File: src/rtl/gb_sound_pkg.sv
// gb_sound_pkg: shared constants, tick masks and tick decode for the sound block
package gb_sound_pkg;
   localparam int LEN_MAX_SQ   = 64;
   localparam int LEN_MAX_WAVE = 256;
   localparam int CH_SQ1   = 0;
   localparam int CH_SQ2   = 1;
   localparam int CH_WAVE  = 2;
   localparam int CH_NOISE = 3;
   localparam logic [2:0] STEP_FIRST = 3'd0;
   localparam logic [2:0] STEP_LAST  = 3'd7;
   localparam logic [7:0] TICK_LEN_MASK   = 8'b0101_0101;
   localparam logic [7:0] TICK_SWEEP_MASK = 8'b0100_0100;
   localparam logic [7:0] TICK_ENV_MASK   = 8'b1000_0000;
   typedef struct packed {
      logic len;
      logic sweep;
      logic env;
   } ticks_t;
   function automatic ticks_t tick_decode(input logic [2:0] s);
      return '{len: TICK_LEN_MASK[s], sweep: TICK_SWEEP_MASK[s], env: TICK_ENV_MASK[s]};
   endfunction
endpackage

File: src/rtl/length_counter.sv
// length_counter: per-channel length counter and channel-active flag
module length_counter
   import gb_sound_pkg::*;
#(
   parameter int MAX = LEN_MAX_SQ
) (
   input  logic       clk,
   input  logic       reset_n,
   input  logic       power_on_i,
   input  logic       tick_i,
   input  logic       load_i,
   input  logic       trigger_i,
   input  logic       len_en_i,
   input  logic       dac_on_i,
   input  logic [7:0] data_i,
   output logic       on_o
);
   localparam logic [8:0] MAX_V = 9'(MAX);
   localparam logic [7:0] DMASK = 8'(MAX - 1);
   logic [8:0] cnt_q, cnt_d;
   logic       on_q, on_d, dec;
   // power-off beats load beats trigger beats decrement; dac_on low always kills the flag
   always_comb begin
      dec   = tick_i && len_en_i && cnt_q != '0 && !load_i && !trigger_i;
      cnt_d = !power_on_i ? '0 :
              load_i      ? MAX_V - {1'b0, data_i & DMASK} :
              trigger_i   ? (cnt_q == '0 ? MAX_V : cnt_q) :
              dec         ? cnt_q - 9'd1 : cnt_q;
      on_d  = (!power_on_i || !dac_on_i) ? 1'b0 :
              trigger_i                  ? 1'b1 :
              (dec && cnt_q == 9'd1)     ? 1'b0 : on_q;
   end
   // counter and flag registers
   always_ff @(posedge clk or negedge reset_n) begin
      if (!reset_n) begin
         cnt_q <= '0;
         on_q  <= 1'b0;
      end else begin
         cnt_q <= cnt_d;
         on_q  <= on_d;
      end
   end
   assign on_o = on_q;
endmodule

File: src/rtl/frame_sequencer.sv
// frame_sequencer: frame-rate prescaler, 8-step sequencer, tick strobes and length counters
module frame_sequencer
   import gb_sound_pkg::*;
#(
   parameter int PRESCALE = 8192
) (
   input  logic       clk,
   input  logic       reset_n,
   input  logic       power_on,
   input  logic [3:0] trigger,
   input  logic [3:0] length_load,
   input  logic [7:0] length_data,
   input  logic [3:0] length_enable,
   input  logic [3:0] dac_on,
   output logic [2:0] step,
   output logic       tick_length,
   output logic       tick_sweep,
   output logic       tick_envelope,
   output logic [3:0] channel_on
);
   localparam int CW = $clog2(PRESCALE);
   logic [CW-1:0] cnt_q, cnt_d;
   logic [2:0]    step_q, step_d;
   ticks_t        ticks_q, ticks_d;
   logic          wrap;
   // ticks are decoded from the step being entered so they align with its first cycle
   always_comb begin
      wrap    = power_on && cnt_q == CW'(PRESCALE - 1);
      cnt_d   = (!power_on || wrap) ? '0 : cnt_q + 1'b1;
      step_d  = !power_on ? STEP_LAST : wrap ? step_q + 3'd1 : step_q;
      ticks_d = wrap ? tick_decode(step_d) : '0;
   end
   // prescaler, step and tick registers
   always_ff @(posedge clk or negedge reset_n) begin
      if (!reset_n) begin
         cnt_q   <= '0;
         step_q  <= STEP_LAST;
         ticks_q <= '0;
      end else begin
         cnt_q   <= cnt_d;
         step_q  <= step_d;
         ticks_q <= ticks_d;
      end
   end
   assign step          = step_q;
   assign tick_length   = ticks_q.len;
   assign tick_sweep    = ticks_q.sweep;
   assign tick_envelope = ticks_q.env;
   for (genvar g = 0; g < 4; g++) begin : g_len
      length_counter #(
         .MAX(g == CH_WAVE ? LEN_MAX_WAVE : LEN_MAX_SQ)
      ) u_len (
         .clk       (clk),
         .reset_n   (reset_n),
         .power_on_i(power_on),
         .tick_i    (ticks_q.len),
         .load_i    (length_load[g]),
         .trigger_i (trigger[g]),
         .len_en_i  (length_enable[g]),
         .dac_on_i  (dac_on[g]),
         .data_i    (length_data),
         .on_o      (channel_on[g])
      );
   end
endmodule
File: config.mk
export PLATFORM = sky130hd
export DESIGN_NAME = frame_sequencer
export DESIGN_NICKNAME = d
export VERILOG_FILES = /design/src/rtl/gb_sound_pkg.sv /design/src/rtl/length_counter.sv /design/src/rtl/frame_sequencer.sv
export SDC_FILE = /design/constraint.sdc
export NUM_CORES = 1
export LEC_CHECK = 0
export ABC_AREA = 1
export BUFFER_PORTS_ARGS = -buffer_cell sky130_fd_sc_hd__clkbuf_2
export CORE_ASPECT_RATIO = 0.6
export CORE_MARGIN = 2
export CORE_UTILIZATION = 25
export DETAILED_ROUTE_END_ITERATION = 10
export HOLD_SLACK_MARGIN = 0.03
export PLACE_DENSITY_LB_ADDON = 0.1
export SETUP_SLACK_MARGIN = 0.4
export SYNTH_ARGS = -nofsm -noshare
export SYNTH_HDL_FRONTEND = slang
export SYNTH_SLANG_ARGS = --single-unit
File: constraint.sdc
create_clock -name clk -period 1.8 [get_ports clk]
set_input_delay 0.36 -clock clk [delete_from_list [all_inputs] [get_ports clk]]
set_output_delay 0.36 -clock clk [all_outputs]
set_load 0.005 [all_outputs]
# Word level (Yosys, flattened, before mapping)
# Memory sizes are Yosys's and may differ from the RTL's.
# Index checks and enable logic that the tools add are counted.
[op_classes]
n_reduce_logical = 55
muxes = 39
n_eq_ne = 13
order_cmp = 1
add_sub_neg = 8
[op_table]
columns = ["cell", "n"]
rows = [
  ["two-way mux 9 bit", 20],
  ["== test 9 x 1 -> 1 bit, second input constant", 4],
  ["logical NOT 9 bit", 4],
  ["nonzero test 9 bit", 4],
  ["subtractor 9 x 1 -> 9 bit, second input constant", 4],
  ["!= test 4 x 2 -> 1 bit, second input constant", 8],
  ["logical AND 1 bit", 21],
  ["two-way mux 1 bit", 15],
  ["adder 13 x 1 -> 13 bit, second input constant", 1],
  ["== test 13 bit, second input constant", 1],
  ["logical NOT 1 bit", 13],
  ["two-way mux 13 bit", 1],
  ["nonzero test 3 bit", 4],
  ["two-way mux 3 bit", 3],
  ["subtractor 9 x 8 -> 9 bit, first input constant", 1],
  ["AND reduction 2 bit", 4],
  ["subtractor 7 x 6 -> 8 bit, first input constant", 1],
  ["logical OR 1 bit", 5],
  ["< comparator 3 x 4 -> 1 bit, second input constant", 1],
  ["adder 3 x 1 -> 3 bit, second input constant", 1],
]
[totals]
ff_bits = 59
elab_cells = 132
out_inout_bits = 10
mem_bits_ro = 24
mem_count = 3
in_bits = 27
[mem_list]
columns = ["memory", "words", "word_bits", "rd", "rd_ports_with_merged_regs", "write_ports", "line", "text"]
rows = [
  ["(no name shown)", 8, 1, 1, 0, 0, "gb_sound_pkg.sv:20", "return '{len: TICK_LEN_MASK[s], sweep: TICK_SWEEP_MASK[s], env: TICK_ENV_MASK[s]};"],
  ["(no name shown)", 8, 1, 1, 0, 0, "gb_sound_pkg.sv:20", ""],
  ["(no name shown)", 8, 1, 1, 0, 0, "gb_sound_pkg.sv:20", ""],
]

# Longest topological paths before layout
[logic_depth]
depth_word = 8
depth_mapped = 11
ltp_nobuf = 11

# Hierarchy
# A second synthesis with hierarchy kept.
[unflattened]
hier_cells = 664
hier_area_um2 = 4608.2
[modules_own_cells]
columns = ["module", "area_per_inst_um2", "n_inst", "seq_area_each_um2", "cells_per_inst"]
rows = [
  ["length_counter at g_len[0].u_len ...", 914.6, 3, 250.2, 137],
  ["frame_sequencer", 940.9, 1, 479.2, 111],
  ["length_counter at g_len[2].u_len", 923.4, 1, 250.2, 142],
]

# Worst setup path before layout
# Ideal clock, no wire load.
[synth_path]
path_type = "flip-flop to flip-flop"
from = "reg g_len[2].u_len.cnt_q[0]"
to = "reg g_len[2].u_len.cnt_q[5]"
t_arrival_ns = 1.463
synth_period_minus_slack_ns = 1.590
n_path_buf = 1
setup_ns = 0.127
slack_ns = 0.210
required_time_ns = 1.673
stages_incl_launch_ff = 11
path_cell_list = "dfrtp_1 inv_1 ha_1 inv_1 nor2_1 nand2_1 o21ai_0 nand3_1 buf_4 nand3_1 o21ai_0"
[synth_via]
elab_chain_len = 6
elab_cells_between_ends = 13
classes_between = "add/sub (1); eq/ne (2); mux (4); reduce/logical (6)"
[synth_rtl]
columns = ["element", "line", "text"]
rows = [
  ["start: declaration", "length_counter.sv:20", "logic [8:0] cnt_q, cnt_d;"],
  ["start signal: assignment", "length_counter.sv:39", "cnt_q <= cnt_d;"],
  ["branches (longest 6 deep; another with subtractor 9 x 1 -> 9 bit)", "--", ""],
]
# Parallel ways; which one is timed is not known. The select of a mux whose other input is x is not followed.
# A chain may end at the register's enable or synchronous reset.

# Worst setup path after layout
[layout_path]
from = "reg g_len[2].u_len.cnt_q[0]"
to = "reg g_len[2].u_len.cnt_q[0]"
# Same word-level chain as after synthesis.

==> flow_summary.rst <==
.. list-table::
   :header-rows: 1

   * - Metric
     - Value
   * - GRT Overall Usage
     - 16.4%
   * - Gate count after technology mapping
     - 583
   * - Wire length of the first global-routing pass
     - 22400 um
   * - Number of max-slew violations in the final report
     - 0
   * - Number of antenna violations at the first check in global routing
     - 0
   * - Largest vdd supply drop
     - 367 uV
   * - Dpl cells
     - 861
   * - Number of diodes added for antenna fixing
     - 0
   * - Max Clock Freq
     - 642 MHz
   * - Crit path kind
     - flip-flop to flip-flop
   * - Distinct cells, synth
     - 40
   * - Detail-routed net length per standard cell
     - 15.5 um
   * - Hold/Removal Path Class
     - primary input to flip-flop
   * - Net count of the mapped netlist
     - 625
   * - Buffers on Ports
     - 36
   * - Remaining Overflow, GRT
     - 0
   * - Power density normalized to cell area
     - 809 nW/um^2
   * - Area of the mapped netlist
     - 4170 um^2
   * - EDFF count, synth
     - 0
   * - Final min period
     - 1560 ps
   * - Count of non-filler cells in the finished layout
     - 936
   * - Maximum net fanout on the critical path
     - 6
   * - Post-synth top flop
     - sky130_fd_sc_hd__dfrtp_1
   * - Iteration count of the initial detailed-routing pass
     - 5
   * - Leading cell types by total area after synthesis
     - sky130_fd_sc_hd__dfrtp_1 (34%), sky130_fd_sc_hd__nand2_1 (13%), sky130_fd_sc_hd__inv_1 (7.1%)
   * - Period utilization
     - 86.5%
   * - Buffers from clock root to sink, at most
     - 2
   * - MaxCap Viol Count
     - 0
   * - Maximum number of pins on one net before global-route repair
     - 49
   * - Clock tree from TritonCTS
     - yes
   * - CP arrival
     - 1760 ps
   * - Layout Nets
     - 745
   * - Area delta synth->final
     - 47.4%
   * - Worst clock skew on the final layout
     - 6.31 ps
   * - Std-Cell Rows
     - 36
   * - Post-route worst hold slack
     - 219 ps
   * - Number of buffers created by CTS
     - 9
   * - Worst path required time
     - 2010 ps
   * - CP endpoint kind
     - flip-flop
   * - Final count of negative-setup-slack endpoints
     - 0
   * - Leakage power of the design
     - 3.02 nW
   * - Vias post-DR
     - 4284
   * - Y dimension of the die
     - 104 um
   * - Seq/Total Area, Yosys
     - 35.5%
   * - Top post-synthesis cells by count
     - sky130_fd_sc_hd__nand2_1 (145), sky130_fd_sc_hd__inv_1 (79), sky130_fd_sc_hd__nor2_1 (61)
   * - Number of top-level pins
     - 37
   * - Core area
     - 16300 um^2
   * - Mapped Avg Cell Area
     - 7.15 um^2
   * - Most numerous cell in the Yosys netlist
     - sky130_fd_sc_hd__nand2_1
   * - Run status
     - finished clean
   * - Kind of start point of the critical path
     - flip-flop
   * - Floorplan die width
     - 171 um
   * - H-tree Lvls
     - 3
   * - Warning count from the yosys run
     - 0
   * - Actual slew at the worst max-slew pin
     - 322 ps
   * - Num Clock Sinks
     - 59
   * - Fraction of final layout cells with drive strength greater than 1
     - 40.5%
   * - Count of final hold-check violations
     - 0
   * - Share of synthesized registers carrying an async set or reset
     - 100%
   * - DRT iter0 DRCs
     - 323
   * - Vias per cell
     - 4.58
   * - RSZ-0062 raised after global routing
     - yes
   * - #FFs+latches synth
     - 59
   * - Post-route DRC violation count
     - 0
   * - Starting density of the core
     - 25.6%
   * - Number of nets with antenna violations after routing
     - 0
   * - Final sum of negative setup slack
     - 0 ps
   * - Clock input transition at the sequential cells of the worst setup and hold paths
     - 60 ps
   * - Cell type with the highest aggregate area in the netlist
     - sky130_fd_sc_hd__dfrtp_1
   * - Final weighted congestion in routability-driven placement
     - 0.849
   * - Clock insertion delay at the later pin of the skew report
     - 340 ps
   * - Placed wire-length estimate after detailed placement
     - 9570 um
   * - Die ar.
     - 17800 um^2
   * - Total Routed Length
     - 14500 um
   * - Root Buffer
     - sky130_fd_sc_hd__clkbuf_16
   * - Via count of the first global-routing pass
     - 4023
   * - Post-synth top area share
     - 33.6%
   * - Normalized max-slew margin
     - 78.6%
-- final timing paths --
| check | from | end | slack, ps | cells after the start |
|---|---|---|---|---|
| worst max-delay path | g_len[2].u_len.cnt_q[0] | g_len[2].u_len.cnt_q[0] | 240 | 10 |
| min in group asynchronous | reset_n | tick_envelope | 440 | 2 |
| worst min-delay path | dac_on[0] | g_len[0].u_len.on_o | 220 | 3 |
| max in group asynchronous | reset_n | step[0] | 730 | 3 |
| worst max register to register | g_len[2].u_len.cnt_q[0] | g_len[2].u_len.cnt_q[0] | 240 | 10 |
| worst min register to register | cnt_q[12] | cnt_q[12] | 490 | 1 |
-- layer usage --
| layer | global-route usage [%] | vias to the layer above | part of all wire, % |
|---|---|---|---|
| met5 | 0 | - | 0 |
| met2 | 22.1 | 81 | 41 |
| li1 | - | 2132 | - |
| met4 | 3.42 | 0 | 0.93 |
| met3 | 3.73 | 11 | 4.3 |
| met1 | 26.0 | 2060 | 54 |
-- where the power goes --
group	switching [mW]	total (mW)	internal (mW)
sequential	0.0955	1.51	1.42
clock	0.680	1.89	1.21
combinational	0.883	1.57	0.686
total	1.66	4.97	3.31
-- logic make-up after synthesis --
kind of cell | Yosys count | share of synthesized area [%]
adders and majority gates | 15 | 4.50
and+or+nand+nor | 315 | 34.9
DFF | 59 | 35.5
AOI/OAI and AO/OA | 84 | 11.7
buffers and inverters | 98 | 10.9
xor gates and xnor gates | 12 | 2.52
-- placed cells by master (no fill, tap or decap), drive strengths merged, types with 2 or more instances in the layout --
master / synthesis / layout
o22ai: 8 / 8
clkbuf: 4 / 46
nor3: 6 / 6
buf: 11 / 85
nand3b: 3 / 3
dfrtp: 56 / 56
bufinv: 1 / 3
nand3: 60 / 61
o21bai: 3 / 3
o21ai: 44 / 44
nand4: 18 / 18
xnor2: 8 / 8
nand2: 156 / 157
ha: 15 / 15
a21oi: 23 / 23
dfstp: 3 / 3
clkinvlp: 0 / 4
inv: 82 / 82
a22oi: 2 / 2
nor2: 70 / 70
xor2: 4 / 4
-- registers in the layout (all words and copies together), names as in the netlist --
name	count
g_len.u_len.cnt_q	36
step	3
g_len.u_len.on_o	4
tick_envelope	1
tick_length	1
tick_sweep	1
cnt_q	13
-- area by class of cell --
type	count	area [um^2]
Fill cell	1733	10100
Multi-Input combinational cell	428	2790
Sequential cell	59	1490
Timing Repair Buffer	122	932
Inverter	83	335
Tap cell	228	285
Clock buffer	10	229
Clock inverter	6	90.1
-- stage by stage --
step / area (um^2) / power, mW / setup slack (ps) / util, %
detailed placement: 4770 / 2.58 / 6.37 / 29.3
finish: 6140 / 4.97 / 242 / 37.8
global placement: 4770 / 2.60 / -2.00 / 29.3
floorplan: 4180 / 2.23 / 324 / -
CTS: 5690 / 4.78 / 310 / 35.0
global route: 6140 / 5.23 / 137 / 37.8
-- critical path, cell delays in order (launching register included) --
cell                      delay (ps)
sky130_fd_sc_hd__dfrtp_1         390
sky130_fd_sc_hd__inv_2            90
sky130_fd_sc_hd__ha_4            140
sky130_fd_sc_hd__inv_2            30
sky130_fd_sc_hd__nor2_2          110
sky130_fd_sc_hd__nand2_1          70
sky130_fd_sc_hd__o21ai_2         160
sky130_fd_sc_hd__nand3_2         120
sky130_fd_sc_hd__buf_6           170
sky130_fd_sc_hd__nand2_4          80
sky130_fd_sc_hd__o22ai_2          60
-- what timing repair did --
item / in CTS / in global routing
gates resized for setup: 84 / 91
endpoints found under the setup margin: 57 / 60
hold buffers: 1 / 0
setup buffers: 38 / 16
gates cloned: 3 / 1
hold endpoints to repair: 9 / 0
pin swaps: 31 / 46
Power figures use the tool's default switching activity.
